**src/rtl/store_size_unit.sv**
```systemverilog
// ---------------------------------------------------------------------------
// store_size_unit
//
// Performs sw / sh / sb stores against a single-port data memory. Full-word
// stores are written straight away. Halfword and byte stores read the target
// word, replace the selected lane, and write the merged word back. The
// control unit stalls while busy is high and resumes on the done pulse.
//
// Parameters
//   MEM_LATENCY : cycles from mem_addr presented to mem_rdata valid (1..7)
//
// Ports
//   clk        in   system clock, rising edge
//   reset      in   asynchronous active-low reset
//   start      in   request strobe, sampled only in IDLE
//   store_type in   00 = sw, 01 = sh, 10 = sb, 11 = reserved
//   addr       in   byte address of the store
//   reg_data   in   register value (sh uses [15:0], sb uses [7:0])
//   mem_rdata  in   memory read data
//   mem_addr   out  word-aligned memory address
//   mem_wr     out  memory write enable (high only in WRITE)
//   mem_wdata  out  word written to memory
//   busy       out  high in every non-IDLE state
//   done       out  one-cycle pulse when the store completes
//   store_err  out  one-cycle pulse on misaligned address or reserved type
// ---------------------------------------------------------------------------
module store_size_unit #(
    parameter int MEM_LATENCY = 1
) (
    input  logic        clk,
    input  logic        reset,
    input  logic        start,
    input  logic [1:0]  store_type,
    input  logic [31:0] addr,
    input  logic [31:0] reg_data,
    input  logic [31:0] mem_rdata,
    output logic [31:0] mem_addr,
    output logic        mem_wr,
    output logic [31:0] mem_wdata,
    output logic        busy,
    output logic        done,
    output logic        store_err
);

    localparam logic [1:0] ST_SW = 2'b00;
    localparam logic [1:0] ST_SH = 2'b01;
    localparam logic [1:0] ST_SB = 2'b10;

    localparam logic [2:0] CNT_INIT = 3'(MEM_LATENCY - 1);

    typedef enum logic [2:0] {
        S_IDLE,
        S_READ,
        S_CAPT,
        S_WRITE,
        S_DONE,
        S_ERR
    } state_t;

    state_t      state;
    logic [2:0]  cnt;
    logic [1:0]  type_q;
    logic [1:0]  lane_q;
    logic [15:0] data_q;
    logic        start_err;

    // Replace only the addressed lane of the fetched word; the remaining
    // lanes are passed through untouched (little-endian lane numbering).
    function automatic logic [31:0] merge_lane(
        input logic [31:0] word,
        input logic [1:0]  st,
        input logic [1:0]  lane,
        input logic [15:0] data
    );
        logic [31:0] r;
        r = word;
        if (st == ST_SH) begin
            if (lane[1]) r[31:16] = data;
            else         r[15:0]  = data;
        end else begin
            case (lane)
                2'd0:    r[7:0]   = data[7:0];
                2'd1:    r[15:8]  = data[7:0];
                2'd2:    r[23:16] = data[7:0];
                default: r[31:24] = data[7:0];
            endcase
        end
        return r;
    endfunction

    always_comb begin
        start_err = 1'b0;
        if (store_type == 2'b11)                         start_err = 1'b1;
        else if (store_type == ST_SW && addr[1:0] != 2'b00) start_err = 1'b1;
        else if (store_type == ST_SH && addr[0])         start_err = 1'b1;
    end

    // All outputs are registered alongside the state transition, so mem_wr,
    // busy, done and store_err each track exactly one state and cannot glitch.
    always_ff @(posedge clk or negedge reset) begin
        if (!reset) begin
            state     <= S_IDLE;
            cnt       <= '0;
            type_q    <= '0;
            lane_q    <= '0;
            data_q    <= '0;
            mem_addr  <= '0;
            mem_wdata <= '0;
            mem_wr    <= 1'b0;
            busy      <= 1'b0;
            done      <= 1'b0;
            store_err <= 1'b0;
        end else begin
            mem_wr    <= 1'b0;
            done      <= 1'b0;
            store_err <= 1'b0;
            case (state)
                S_IDLE: begin
                    if (start) begin
                        type_q   <= store_type;
                        lane_q   <= addr[1:0];
                        data_q   <= reg_data[15:0];
                        mem_addr <= {addr[31:2], 2'b00};
                        busy     <= 1'b1;
                        if (start_err) begin
                            state     <= S_ERR;
                            store_err <= 1'b1;
                        end else if (store_type == ST_SW) begin
                            state     <= S_WRITE;
                            mem_wr    <= 1'b1;
                            mem_wdata <= reg_data;
                        end else begin
                            state <= S_READ;
                            cnt   <= CNT_INIT;
                        end
                    end
                end
                S_READ: begin
                    // Hold the address until the read data has had
                    // MEM_LATENCY cycles to arrive.
                    if (cnt != 3'd0) cnt   <= cnt - 3'd1;
                    else             state <= S_CAPT;
                end
                S_CAPT: begin
                    mem_wdata <= merge_lane(mem_rdata, type_q, lane_q, data_q);
                    mem_wr    <= 1'b1;
                    state     <= S_WRITE;
                end
                S_WRITE: begin
                    done  <= 1'b1;
                    state <= S_DONE;
                end
                S_DONE: begin
                    busy  <= 1'b0;
                    state <= S_IDLE;
                end
                S_ERR: begin
                    busy  <= 1'b0;
                    state <= S_IDLE;
                end
                default: begin
                    busy  <= 1'b0;
                    state <= S_IDLE;
                end
            endcase
        end
    end

endmodule

```
**config.mk**
```make
export PLATFORM = sky130hd
export DESIGN_NAME = store_size_unit
export DESIGN_NICKNAME = d
export VERILOG_FILES = /design/src/rtl/store_size_unit.sv
export SDC_FILE = /design/constraint.sdc
export NUM_CORES = 1
export LEC_CHECK = 0
export CELL_PAD_IN_SITES_DETAIL_PLACEMENT = 1
export CELL_PAD_IN_SITES_GLOBAL_PLACEMENT = 1
export CORE_UTILIZATION = 31
export CTS_BUF_LIST = sky130_fd_sc_hd__clkbuf_8
export CTS_CLUSTER_DIAMETER = 120
export CTS_CLUSTER_SIZE = 24
export DETAILED_ROUTE_END_ITERATION = 10
export PLACE_DENSITY_LB_ADDON = 0.1
export SYNTH_ARGS = -nofsm -noshare
export SYNTH_HDL_FRONTEND = slang
export SYNTH_SLANG_ARGS = --single-unit
```
**constraint.sdc**
```tcl
create_clock -name clk -period 1.5 [get_ports clk]
set_input_delay 0.3 -clock clk [delete_from_list [all_inputs] [get_ports clk]]
set_output_delay 0.3 -clock clk [all_outputs]
set_load 0.005 [all_outputs]
```
==> out/metrics.yaml <==
min_path:
  worst_hold_path_type: "input port to register"
  whs_endpoint: "state[1]"
  hold_depth: 3
  hp-start: "start"
setup_path:
  path_class: "register to register"
  crit_slowest_cell: "dfrtp_2"
  path_max_fanout: 14
  cp.required_ns: 1.77
  r2r_start: "state[1]"
  crit_path_start_kind: "register"
  endpoint_kind: "register"
  rr_worst_depth: 5
  worstReg2RegEnd: "mem_addr[21]"
  worst-r2r-setup-slack_ns: -0.13
  crit_arrival_ns: 1.89
  worst_path_largest_cell_delay_ns: 0.44
  crit_top_cell: "buf_4"
  path_cells: "nor4b_4 > buf_4 > buf_4 > buf_12 > mux2_2"
layout:
  n_fill_cell: 1399
  final_common_cell: "clkdlybuf4s50_1"
  seqCellArea_sq_mm: 0.00230
  n_antenna_cell: 0
  multi_input_area_sq_mm: 0.00222
  drive_gt1_frac: 0.302
  fin_util: 0.538
  nNetsFinal: 658
  final_cell_mix: "clkdlybuf4s50_1 (97), dfrtp_1 (91), dlygate4sd2_1 (66), mux2i_1 (51)"
  syn_to_final_growth_pct: 67.1
  final_area_sq_mm: 0.00721
timing:
  fin_setup_tns_ns: -5.41
  fin_skew_ns: 0.00893
  max_freq_mhz: 615
  rsz0062_at_grt: "yes"
  setup_slack_ns: -0.126
  hold_violations: 0
  slew_viol_final: 0
  setup_violations: 75
  fin_crit_ns: 1.63
  period_share: 1.08
power_and_ir_drop:
  sw_frac_of_total: 0.345
  finalPower_mw: 13.9
  power.density_mw_per_mm2: 1930
  power_frac_clock: 0.127
  p_switching_mw: 4.79
  intPower_mw: 9.09
  p_seq_frac: 0.330
  leakage_nw: 3.31
  power_frac_comb: 0.544
  ir_worst_vdd_mv: 0.727
synth:
  synthesis.area_sq_mm: 0.00431
  synth-seq-area-share: 0.534
  ys_ff_latch: 92
  ys_types: 38
  synth_cells: 337
  yosys_warnings: 0
  syn_avg_cell_area_sq_um: 12.8
global_route:
  antenna_found_initial: 0
  grt_max_degree: 28
  first_global_vias: 4068
  grt_pass1_wl_um: 20800
  grtUsageTotal: 0.188
  grt.overflow.total: 0
floorplanning:
  die_area_sq_mm: 0.0144
  fp.dieW_um: 120
  start_util: 0.322
  rows: 42
  pin_count: 169
  core_sq_mm: 0.0134
  die_y_um: 120
detailed_routing:
  via_per_inst: 4.84
  dr.pass1.iters: 6
  drc: 0
  wirelength_um: 13600
  wl_per_cell_um: 18.4
  drtIter0Drc: 123
  num_vias: 3560
  antenna_left: 0
clock_tree:
  clock_path_buffers: 2
  cts_buffers: 9
  clock_latency_ns: 0.37
  cts_num_sinks: 92
  h-tree-depth: 3
  clk_pin_slew_ns: 0.09
  tritoncts: "yes"
  cts_root_buf: "clkbuf_8"
run_status:
  status: "finished with violations"
  failed_checks: "setup timing"
placement:
  place.gp.congestion: 0.773
  numPortBuffers: 166
  hpwl_um: 9400
  placed_area_sq_mm: 0.00648
job:
  drv_cap: 0
==> cell type report <==
type / instances / area share
sequential: 92 / 0.320
timing repair buffer: 224 / 0.312
multi-input combinational: 224 / 0.308
tap: 176 / 0.0306
clock buffer: 10 / 0.0191
clock inverter: 6 / 0.00885
inverter: 4 / 0.00208
==> synth_stat cells, drive strengths merged <==
cell type | instances | area, sq um
nor2b | 2 | 12.5
nor4 | 1 | 21.3
a21oi | 5 | 36.3
nand3 | 1 | 5.00
clkbuf | 2 | 7.51
a21boi | 2 | 18.8
mux2i | 52 | 521
nor4b | 1 | 23.8
mux2 | 54 | 608
nor3b | 1 | 12.5
or2b | 5 | 37.5
or2 | 1 | 6.26
dfrtp | 92 | 2300
or3b | 1 | 8.76
a211oi | 4 | 30.0
nor2 | 17 | 63.8
o32ai | 10 | 87.6
buf | 17 | 113
o2bb2ai | 1 | 8.76
a21o | 2 | 15.0
a221oi | 4 | 35.0
or3 | 3 | 18.8
nor3 | 26 | 130
o21ai | 6 | 33.8
conb | 1 | 3.75
nand2 | 9 | 36.3
o21bai | 2 | 15.0
nand3b | 1 | 7.51
inv | 4 | 15.0
nand2b | 6 | 37.5
ha | 2 | 25.0
and2 | 1 | 6.26
o311a | 1 | 10.0
==> what timing repair did <==
item,in CTS,in global routing
gates resized for setup,98,52
buffers inserted,20,1
pin swaps,4,4
hold buffers,1,0
gates cloned,1,3
hold endpoints to repair,23,0
endpoints found under the setup margin,147,85
==> state kept, by name (all words and copies together) (netlist names) <==
signal and count:
mem_addr 30, busy 1, lane_q 2, store_err 1, cnt 3, mem_wr 1, type_q 2, mem_wdata 32
state 3, data_q 16, done 1
==> cell families (layout without fill, tap and decap cells) <==
logic type / after synthesis / count (layout) / share of synthesized area
AO/OA/AOI/OAI: 37 / 37 / 0.0673
other: 1 / 2 / 0.000869
flip-flops: 92 / 92 / 0.534
multiplexers: 106 / 106 / 0.262
buffers and inverters: 23 / 244 / 0.0313
AND/OR/NAND/NOR: 76 / 77 / 0.0992
adder cells (fa/ha/maj): 2 / 2 / 0.00580
==> worst max-delay path, delay by kind of cell, from the launching register on <==
family | cells | cell delay, ns
mux | 1 | 0.34
simple gates | 1 | 0.26
flops | 1 | 0.44
buf+inv | 3 | 0.48
==> per-layer routing <==
metal,up-vias,track usage,routed length [um]
met5,-,0,0
met4,0,0.0734,232
met3,14,0.0447,744
met2,110,0.324,6770
met1,1778,0.225,5820
li1,1658,-,-
==> stage by stage <==
step,worst slack [ns],std cells,hold slack (ns)
2_1_floorplan,-0.0280,338,0.00441
3_3_place_gp,-0.480,695,0.262
3_5_place_dp,-0.518,695,0.262
4_1_cts,-0.134,732,0.395
5_1_grt,-0.175,736,0.278
6_report,-0.126,736,0.270
==> power by group through the flow <==
stage | logic [mW] | registers (mW) | clock network (mW)
after floorplan | 3.30 | 4.54 | 0
after global routing | 8.16 | 4.74 | 1.91
after detailed placement | 6.76 | 4.64 | 0
after global placement | 6.64 | 4.57 | 0
after CTS | 6.93 | 4.56 | 1.82
final | 7.54 | 4.57 | 1.76
==> worst max-delay path by stage <==
stage	start	end	slack (ns)	cells after the start
floorplan	state[1]	data_q[0]	-0.03	4
global placement	start	cnt[0]	-0.48	6
detailed placement	start	cnt[2]	-0.52	6
CTS	state[2]	mem_wdata[10]	-0.13	5
global route	state[1]	mem_wdata[9]	-0.18	6
finish	state[1]	mem_addr[21]	-0.13	5
No activity file was read; power rests on OpenSTA's default activity.
